[src/rtl/bist_pkg.sv]
// Shared definitions for the scan-BIST wrapper: controller states, scan geometry,
// the LFSR/MISR polynomial and the reference signature for the default configuration.
package bist_pkg;

    typedef enum logic [2:0] {
        ST_IDLE,
        ST_SHIFT,
        ST_CAPTURE,
        ST_UNLOAD,
        ST_COMPARE,
        ST_DONE
    } bist_state_t;

    localparam int SCAN_LEN = 6;

    // x^16 + x^14 + x^13 + x^11 + 1 on a left-shifting register: taps at bits 15, 13, 12, 10
    localparam logic [15:0] LFSR_TAPS = 16'hB400;

    localparam int          DEF_N_PATTERNS = 32;
    localparam logic [15:0] DEF_LFSR_SEED  = 16'hACE1;

    function automatic logic [15:0] lfsr_step(input logic [15:0] s);
        return {s[14:0], ^(s & LFSR_TAPS)};
    endfunction

    function automatic logic [15:0] misr_step(input logic [15:0] s, input logic [4:0] d);
        return {s[14:0], ^(s & LFSR_TAPS)} ^ {11'd0, d};
    endfunction

    // Round-robin next state, packed as {ptr_next, grant_next}
    function automatic logic [5:0] arb_next(input logic [1:0] ptr, input logic [3:0] req);
        logic [1:0] idx;
        logic [5:0] res;
        logic       found;
        res   = {ptr, 4'b0000};
        found = 1'b0;
        for (int k = 0; k < 4; k++) begin
            idx = ptr + 2'(k);
            if (!found && req[idx]) begin
                res   = {idx + 2'd1, 4'b0001 << idx};
                found = 1'b1;
            end
        end
        return res;
    endfunction

    // Fault-free run of the whole test-per-scan session; chain[3:0]=grant, chain[5:4]=ptr,
    // chain[0] is the scan output. The CUT is cleared when a run starts.
    function automatic logic [15:0] calc_golden(input int n_patterns, input logic [15:0] seed);
        logic [15:0] lfsr;
        logic [15:0] misr;
        logic [5:0]  chain;
        lfsr  = seed;
        misr  = '0;
        chain = '0;
        for (int p = 0; p < n_patterns; p++) begin
            for (int s = 0; s < SCAN_LEN; s++) begin
                misr  = misr_step(misr, {chain[0], chain[3:0]});
                chain = {lfsr[15], chain[5:1]};
                lfsr  = lfsr_step(lfsr);
            end
            chain = arb_next(chain[5:4], lfsr[3:0]);
        end
        for (int s = 0; s < SCAN_LEN; s++) begin
            misr  = misr_step(misr, {chain[0], chain[3:0]});
            chain = {1'b0, chain[5:1]};
        end
        return misr;
    endfunction

    localparam logic [15:0] GOLDEN = calc_golden(DEF_N_PATTERNS, DEF_LFSR_SEED);

endpackage

[src/rtl/rr_arbiter4_scan.sv]
// Four-requester round-robin arbiter whose six state flops double as one scan chain
// (scan in -> ptr[1], ptr[0], grant[3..0] -> scan out).
module rr_arbiter4_scan
    import bist_pkg::*;
(
    input  logic       i_clk,
    input  logic       i_srst,
    input  logic       i_clear,
    input  logic       i_scan_en,
    input  logic       i_func_en,
    input  logic       i_scan_in,
    input  logic [3:0] i_req,
    output logic [3:0] o_grant,
    output logic       o_scan_out
);

    logic [SCAN_LEN-1:0] w_state;
    logic [SCAN_LEN-1:0] w_shift_d;
    logic [SCAN_LEN-1:0] w_func_d;

    assign w_shift_d = {i_scan_in, w_state[SCAN_LEN-1:1]};
    assign w_func_d  = arb_next(w_state[5:4], i_req);

    genvar gi;
    generate
        for (gi = 0; gi < SCAN_LEN; gi++) begin : g_chain
            logic r_bit;
            always_ff @(posedge i_clk) begin
                if (i_srst || i_clear) begin
                    r_bit <= 1'b0;
                end else if (i_scan_en) begin
                    r_bit <= w_shift_d[gi];
                end else if (i_func_en) begin
                    r_bit <= w_func_d[gi];
                end
            end
            assign w_state[gi] = r_bit;
        end
    endgenerate

    assign o_grant    = w_state[3:0];
    assign o_scan_out = w_state[0];

endmodule

[src/rtl/top_level.sv]
// Scan-BIST experiment chip top: round-robin arbiter CUT plus LFSR pattern source,
// MISR compactor and the test-per-scan controller.
module top_level
    import bist_pkg::*;
#(
    parameter int          N_PATTERNS = DEF_N_PATTERNS,
    parameter logic [15:0] LFSR_SEED  = DEF_LFSR_SEED,
    parameter logic [15:0] GOLDEN_SIG = GOLDEN
) (
    input  logic       clock,
    input  logic       reset,
    input  logic       bist_start,
    input  logic [3:0] pi,
    output logic       bist_end,
    output logic       pass_nfail,
    output logic [3:0] po
);

    localparam int             PAT_W      = (N_PATTERNS > 1) ? $clog2(N_PATTERNS) : 1;
    localparam logic [PAT_W-1:0] PAT_LAST = PAT_W'(N_PATTERNS - 1);
    localparam logic [2:0]     SHIFT_LAST = 3'(SCAN_LEN - 1);

    bist_state_t      r_state;
    bist_state_t      w_state_next;
    logic [15:0]      r_lfsr;
    logic [15:0]      r_misr;
    logic [2:0]       r_shift_cnt;
    logic [PAT_W-1:0] r_pat_cnt;
    logic             r_bist_end;
    logic             r_pass;

    logic             w_scan_en;
    logic             w_func_en;
    logic             w_cut_clear;
    logic             w_start;
    logic             w_scan_in;
    logic [3:0]       w_req;
    logic [3:0]       w_grant;
    logic             w_scan_out;
    logic             w_last_shift;

    assign w_last_shift = (r_shift_cnt == SHIFT_LAST);

    rr_arbiter4_scan u_cut (
        .i_clk      (clock),
        .i_srst     (reset),
        .i_clear    (w_cut_clear),
        .i_scan_en  (w_scan_en),
        .i_func_en  (w_func_en),
        .i_scan_in  (w_scan_in),
        .i_req      (w_req),
        .o_grant    (w_grant),
        .o_scan_out (w_scan_out)
    );

    always_ff @(posedge clock) begin
        if (reset) begin
            r_state <= ST_IDLE;
        end else begin
            r_state <= w_state_next;
        end
    end

    // The CUT is cleared on start so the signature never depends on pre-test traffic.
    always_comb begin
        w_state_next = r_state;
        w_scan_en    = 1'b0;
        w_func_en    = 1'b0;
        w_cut_clear  = 1'b0;
        w_start      = 1'b0;
        w_scan_in    = 1'b0;
        w_req        = pi;
        case (r_state)
            ST_IDLE, ST_DONE: begin
                w_func_en = 1'b1;
                if (bist_start) begin
                    w_start      = 1'b1;
                    w_cut_clear  = 1'b1;
                    w_state_next = ST_SHIFT;
                end
            end
            ST_SHIFT: begin
                w_scan_en = 1'b1;
                w_scan_in = r_lfsr[15];
                if (w_last_shift) begin
                    w_state_next = ST_CAPTURE;
                end
            end
            ST_CAPTURE: begin
                w_func_en    = 1'b1;
                w_req        = r_lfsr[3:0];
                w_state_next = (r_pat_cnt == PAT_LAST) ? ST_UNLOAD : ST_SHIFT;
            end
            ST_UNLOAD: begin
                w_scan_en = 1'b1;
                if (w_last_shift) begin
                    w_state_next = ST_COMPARE;
                end
            end
            ST_COMPARE: begin
                w_cut_clear  = 1'b1;
                w_state_next = ST_DONE;
            end
            default: begin
                w_state_next = ST_IDLE;
            end
        endcase
    end

    always_ff @(posedge clock) begin
        if (reset) begin
            r_lfsr      <= LFSR_SEED;
            r_misr      <= '0;
            r_shift_cnt <= '0;
            r_pat_cnt   <= '0;
            r_bist_end  <= 1'b0;
            r_pass      <= 1'b0;
        end else begin
            if (w_start) begin
                r_lfsr      <= LFSR_SEED;
                r_misr      <= '0;
                r_shift_cnt <= '0;
                r_pat_cnt   <= '0;
                r_bist_end  <= 1'b0;
                r_pass      <= 1'b0;
            end
            if (r_state == ST_SHIFT) begin
                r_lfsr <= lfsr_step(r_lfsr);
            end
            if (w_scan_en) begin
                r_misr      <= misr_step(r_misr, {w_scan_out, w_grant});
                r_shift_cnt <= w_last_shift ? 3'd0 : r_shift_cnt + 3'd1;
            end
            if (r_state == ST_CAPTURE) begin
                r_pat_cnt <= r_pat_cnt + PAT_W'(1);
            end
            if (r_state == ST_COMPARE) begin
                r_pass     <= (r_misr == GOLDEN_SIG);
                r_bist_end <= 1'b1;
            end
        end
    end

    assign po         = w_grant;
    assign bist_end   = r_bist_end;
    assign pass_nfail = r_pass;

endmodule

[config.mk]
export PLATFORM = sky130hd
export DESIGN_NAME = top_level
export DESIGN_NICKNAME = d
export VERILOG_FILES = /design/src/rtl/bist_pkg.sv /design/src/rtl/rr_arbiter4_scan.sv /design/src/rtl/top_level.sv
export SDC_FILE = /design/constraint.sdc
export NUM_CORES = 1
export LEC_CHECK = 0
export ABC_AREA = 1
export BUFFER_PORTS_ARGS = -buffer_cell sky130_fd_sc_hd__buf_2
export CAP_MARGIN = 30
export CORE_MARGIN = 2
export CORE_UTILIZATION = 40
export DETAILED_ROUTE_END_ITERATION = 8
export SYNTH_ARGS = -nofsm -noshare
export SYNTH_HDL_FRONTEND = slang
export SYNTH_SLANG_ARGS = --single-unit
[constraint.sdc]
create_clock -name clock -period 2.6 [get_ports clock]
set_clock_uncertainty 0.15 [all_clocks]
set_input_delay 0.26 -clock clock [delete_from_list [all_inputs] [get_ports clock]]
set_output_delay 0.26 -clock clock [all_outputs]
set_load 0.02 [all_outputs]
==> impl_metrics.py <==
metrics = {
    "sta": {
        "period_share": 0.8209,
        "slew_headroom": 0.5740,
        "setup_tns_ns": 0,
        "drv_slew": 0,
        "finalSetupViolCount": 0,
        "tightest_slew_ns": 0.6389,
        "finalHoldViolCount": 0,
        "rsz0062_at_grt": "false",
        "max_freq_mhz": 468.5,
        "fin_crit_ns": 2.134,
    },
    "detailed_routing": {
        "num_vias": 2481,
        "drt_iter0_markers": 144,
        "drc": 0,
        "met2WireLength_um": 2711,
        "firstDrtPassIters": 4,
        "drtAntennaViolNets": 0,
        "drt_wl_total_um": 5930,
        "m1WireLength_um": 2993,
        "wl_per_cell_um": 12.03,
        "viasPerCell": 5.032,
        "met3_wirelength_um": 152,
        "maxUsedRoutingLayer": "met4",
    },
    "finish": {
        "synthToLayoutAreaGrowth_pct": 8.016,
        "antenna_cells": 0,
        "fin_nets": 410,
        "fill_cells": 719,
        "layout-drive-gt1-share": 0.1411,
        "design_area_um2": 3018,
    },
    "yosys": {
        "netlist_area_um2": 2794,
        "async_flop_share": 0,
        "synth_area_leader_cell": "dfxtp_1",
        "synthTopCellsByArea": "dfxtp_1 (37%), nand2_1 (14%), nand3_1 (7.3%)",
        "synth_seq_cells": 51,
        "yosysWarnings": 0,
        "synth_edf_count": 0,
        "ys_types": 38,
        "avgSynthCellArea_um2": 7.146,
        "synthCells": 391,
        "yosysTopAreaCellShare": 0.3654,
        "synth.net_count": 405,
        "yosys.cell_count.top_type": "nand2_1",
        "synth_ff_type": "dfxtp_1",
        "synth_common_cells": "nand2_1 (103), dfxtp_1 (51), nand3_1 (41)",
        "ys_seq_area_frac": 0.3654,
    },
    "place": {
        "io_buffers": 12,
        "place_congestion": 0.8512,
        "placed_cell_area_um2": 2918,
        "dp_hpwl_um": 4325,
    },
    "setup_path": {
        "setup.worst_path.end": "u_cut.g_chain[5].r_bit$_SDFFE_PP0P_",
        "critPathSlowestCell": "dfxtp_1",
        "startpoint": "u_cut.g_chain[5].r_bit$_SDFFE_PP0P_",
        "crit_path_max_fanout": 7,
        "crit_chain": "inv_1 -> ha_1 -> inv_1 -> nand3_1 -> nand2_1 -> inv_1 -> nand2_1 -> o21ai_2 -> nand2_1 -> nand2_1 -> a21oi_2",
        "worstPathArrival_ns": 2.19,
        "critPathRequiredTime_ns": 2.65,
        "critPathCaptureType": "register",
        "crit_top_cell": "nand2_1",
        "r2r-end": "u_cut.g_chain[5].r_bit$_SDFFE_PP0P_",
        "r2r_start": "u_cut.g_chain[5].r_bit$_SDFFE_PP0P_",
        "cp-start-kind": "register",
        "critPathKind": "reg -> reg",
        "r2r_cells": 11,
        "cp_slowest_stage_delay_ns": 0.44,
        "r2r_slack_ns": 0.47,
    },
    "floorplanning": {
        "ios": 13,
        "chipWidth_um": 87.58,
        "die-area_um2": 7669,
        "start_util": 0.4112,
        "chipHeight_um": 87.58,
        "core_area_um2": 6794,
        "num_rows": 30,
    },
    "grt": {
        "overflow": 0,
        "grt_pass1_wl_um": 10780,
        "antenna_found_initial": 0,
        "grt_pass1_vias": 2363,
        "groute.usage.overall": 0.1731,
        "grt_start_max_net_pins": 35,
    },
    "clock_network": {
        "hold_buffers": 0,
        "cts_buffers": 5,
        "htreeDepth": 2,
        "post_cts_resized": 0,
        "clk_pin_slew_ns": 0.09,
        "clk_latency_ns": 0.30,
        "cts-root-buf": "clkbuf_8",
        "clock_sinks": 51,
        "clockBufferDepth": 2,
        "cts_tree": "yes",
        "post_cts_buffers": 0,
    },
    "status": {
        "status": "complete, no violations",
    },
    "power_and_ir_drop": {
        "powerDensity_nw_per_um2": 1093,
        "p_leak_nw": 1.233,
        "peakVddDrop_v": 0.0004408,
    },
    "job": {
        "max-cap-violations": 0,
    },
    "hold_path": {
        "holdPathStages": 4,
        "hold_path_class": "in -> reg",
        "hold_start": "bist_start",
    },
}
==> worst min path at each step <==
stage	endpoint	slack (ns)
floorplan	r_pat_cnt[3]$_SDFFE_PP0P_	0.29
global placement	r_pat_cnt[3]$_SDFFE_PP0P_	0.30
detailed placement	r_pat_cnt[3]$_SDFFE_PP0P_	0.31
CTS	r_state[1]$_SDFFE_PP0P_	0.27
global route	r_state[1]$_SDFFE_PP0P_	0.31
finish	r_state[1]$_SDFFE_PP0P_	0.28
==> cells by family after synthesis <==
group	after synthesis	synth area share
compound gates	80	0.1666
xor+xnor	6	0.01881
fa+ha+maj	7	0.03135
buf+inv	53	0.07926
flops	51	0.3654
simple gates	194	0.3386
==> power by group <==
| group | leakage, nW | internal (mW) | switching (mW) |
|---|---|---|---|
| clock network | 0.0515 | 0.243 | 0.249 |
| registers | 0.415 | 0.922 | 0.151 |
| logic | 0.767 | 0.574 | 1.16 |
==> critical path: cells and delay by family (launching register included) <==
kind | cells | cell delay (ns)
adder cells (fa/ha/maj) | 1 | 0.43
flip-flops | 1 | 0.44
AO/OA/AOI/OAI | 2 | 0.21
AND/OR/NAND/NOR | 5 | 0.43
buffers and inverters | 3 | 0.38
==> placed cells by master (no fill, tap or decap), types with 2 or more instances in the layout <==
| cell | Yosys | layout |
|---|---|---|
| a21oi_1 | 37 | 37 |
| a21oi_2 | 5 | 5 |
| a31oi_1 | 3 | 3 |
| buf_2 | 6 | 12 |
| buf_4 | 4 | 5 |
| clkbuf_8 | 0 | 7 |
| dfxtp_1 | 51 | 51 |
| ha_1 | 7 | 7 |
| inv_1 | 30 | 30 |
| inv_2 | 4 | 4 |
| nand2_1 | 103 | 103 |
| nand2_4 | 5 | 5 |
| nand3_1 | 41 | 41 |
| nand3_2 | 9 | 9 |
| nand4_1 | 5 | 5 |
| nor2_1 | 18 | 18 |
| nor3_1 | 3 | 3 |
| nor4_1 | 2 | 2 |
| o211ai_1 | 2 | 2 |
| o21ai_0 | 18 | 18 |
| o22ai_1 | 7 | 7 |
| or2_2 | 3 | 3 |
| xnor2_1 | 2 | 2 |
| xor2_1 | 4 | 4 |
==> final cells by class <==
| cell class | instances | area (µm²) | area share |
|---|---|---|---|
| Multi-Input combinational cell | 287 | 1551 | 0.5141 |
| Sequential cell | 51 | 1021 | 0.3383 |
| Clock buffer | 8 | 100.1 | 0.03317 |
| Tap cell | 96 | 120.1 | 0.03980 |
| Inverter | 34 | 127.6 | 0.04229 |
| Timing Repair Buffer | 17 | 97.59 | 0.03234 |
==> state kept, by name, indices dropped and copies added (netlist names) <==
name / cells
r_misr: 16
r_state: 3
r_pat_cnt: 5
r_lfsr: 16
bist_end: 1
u_cut.g_chain.r_bit: 5
pass_nfail: 1
u_cut.o_scan_out: 1
r_shift_cnt: 3
==> through the flow <==
| stage | hold WS, ns | cells | util | power (mW) | setup WS [ns] |
|---|---|---|---|---|---|
| floorplan | 0.2892 | 391 | - | 2.498 | 0.6516 |
| global placement | 0.3013 | 485 | 0.4295 | 2.799 | 0.5105 |
| detailed placement | 0.3062 | 485 | 0.4295 | 2.826 | 0.4867 |
| CTS | 0.2736 | 493 | 0.4442 | 3.326 | 0.4693 |
| global route | 0.3057 | 493 | 0.4442 | 3.625 | 0.2370 |
| finish | 0.2798 | 493 | 0.4442 | 3.299 | 0.4657 |
==> per-layer routing <==
metal | global-route usage | vias up
met2 | 0.2700 | 24
met3 | 0.03487 | 10
met1 | 0.2417 | 1135
met4 | 0.05455 | 0
li1 | - | 1312
met5 | 0 | -
(Power assumes the default switching activity.)
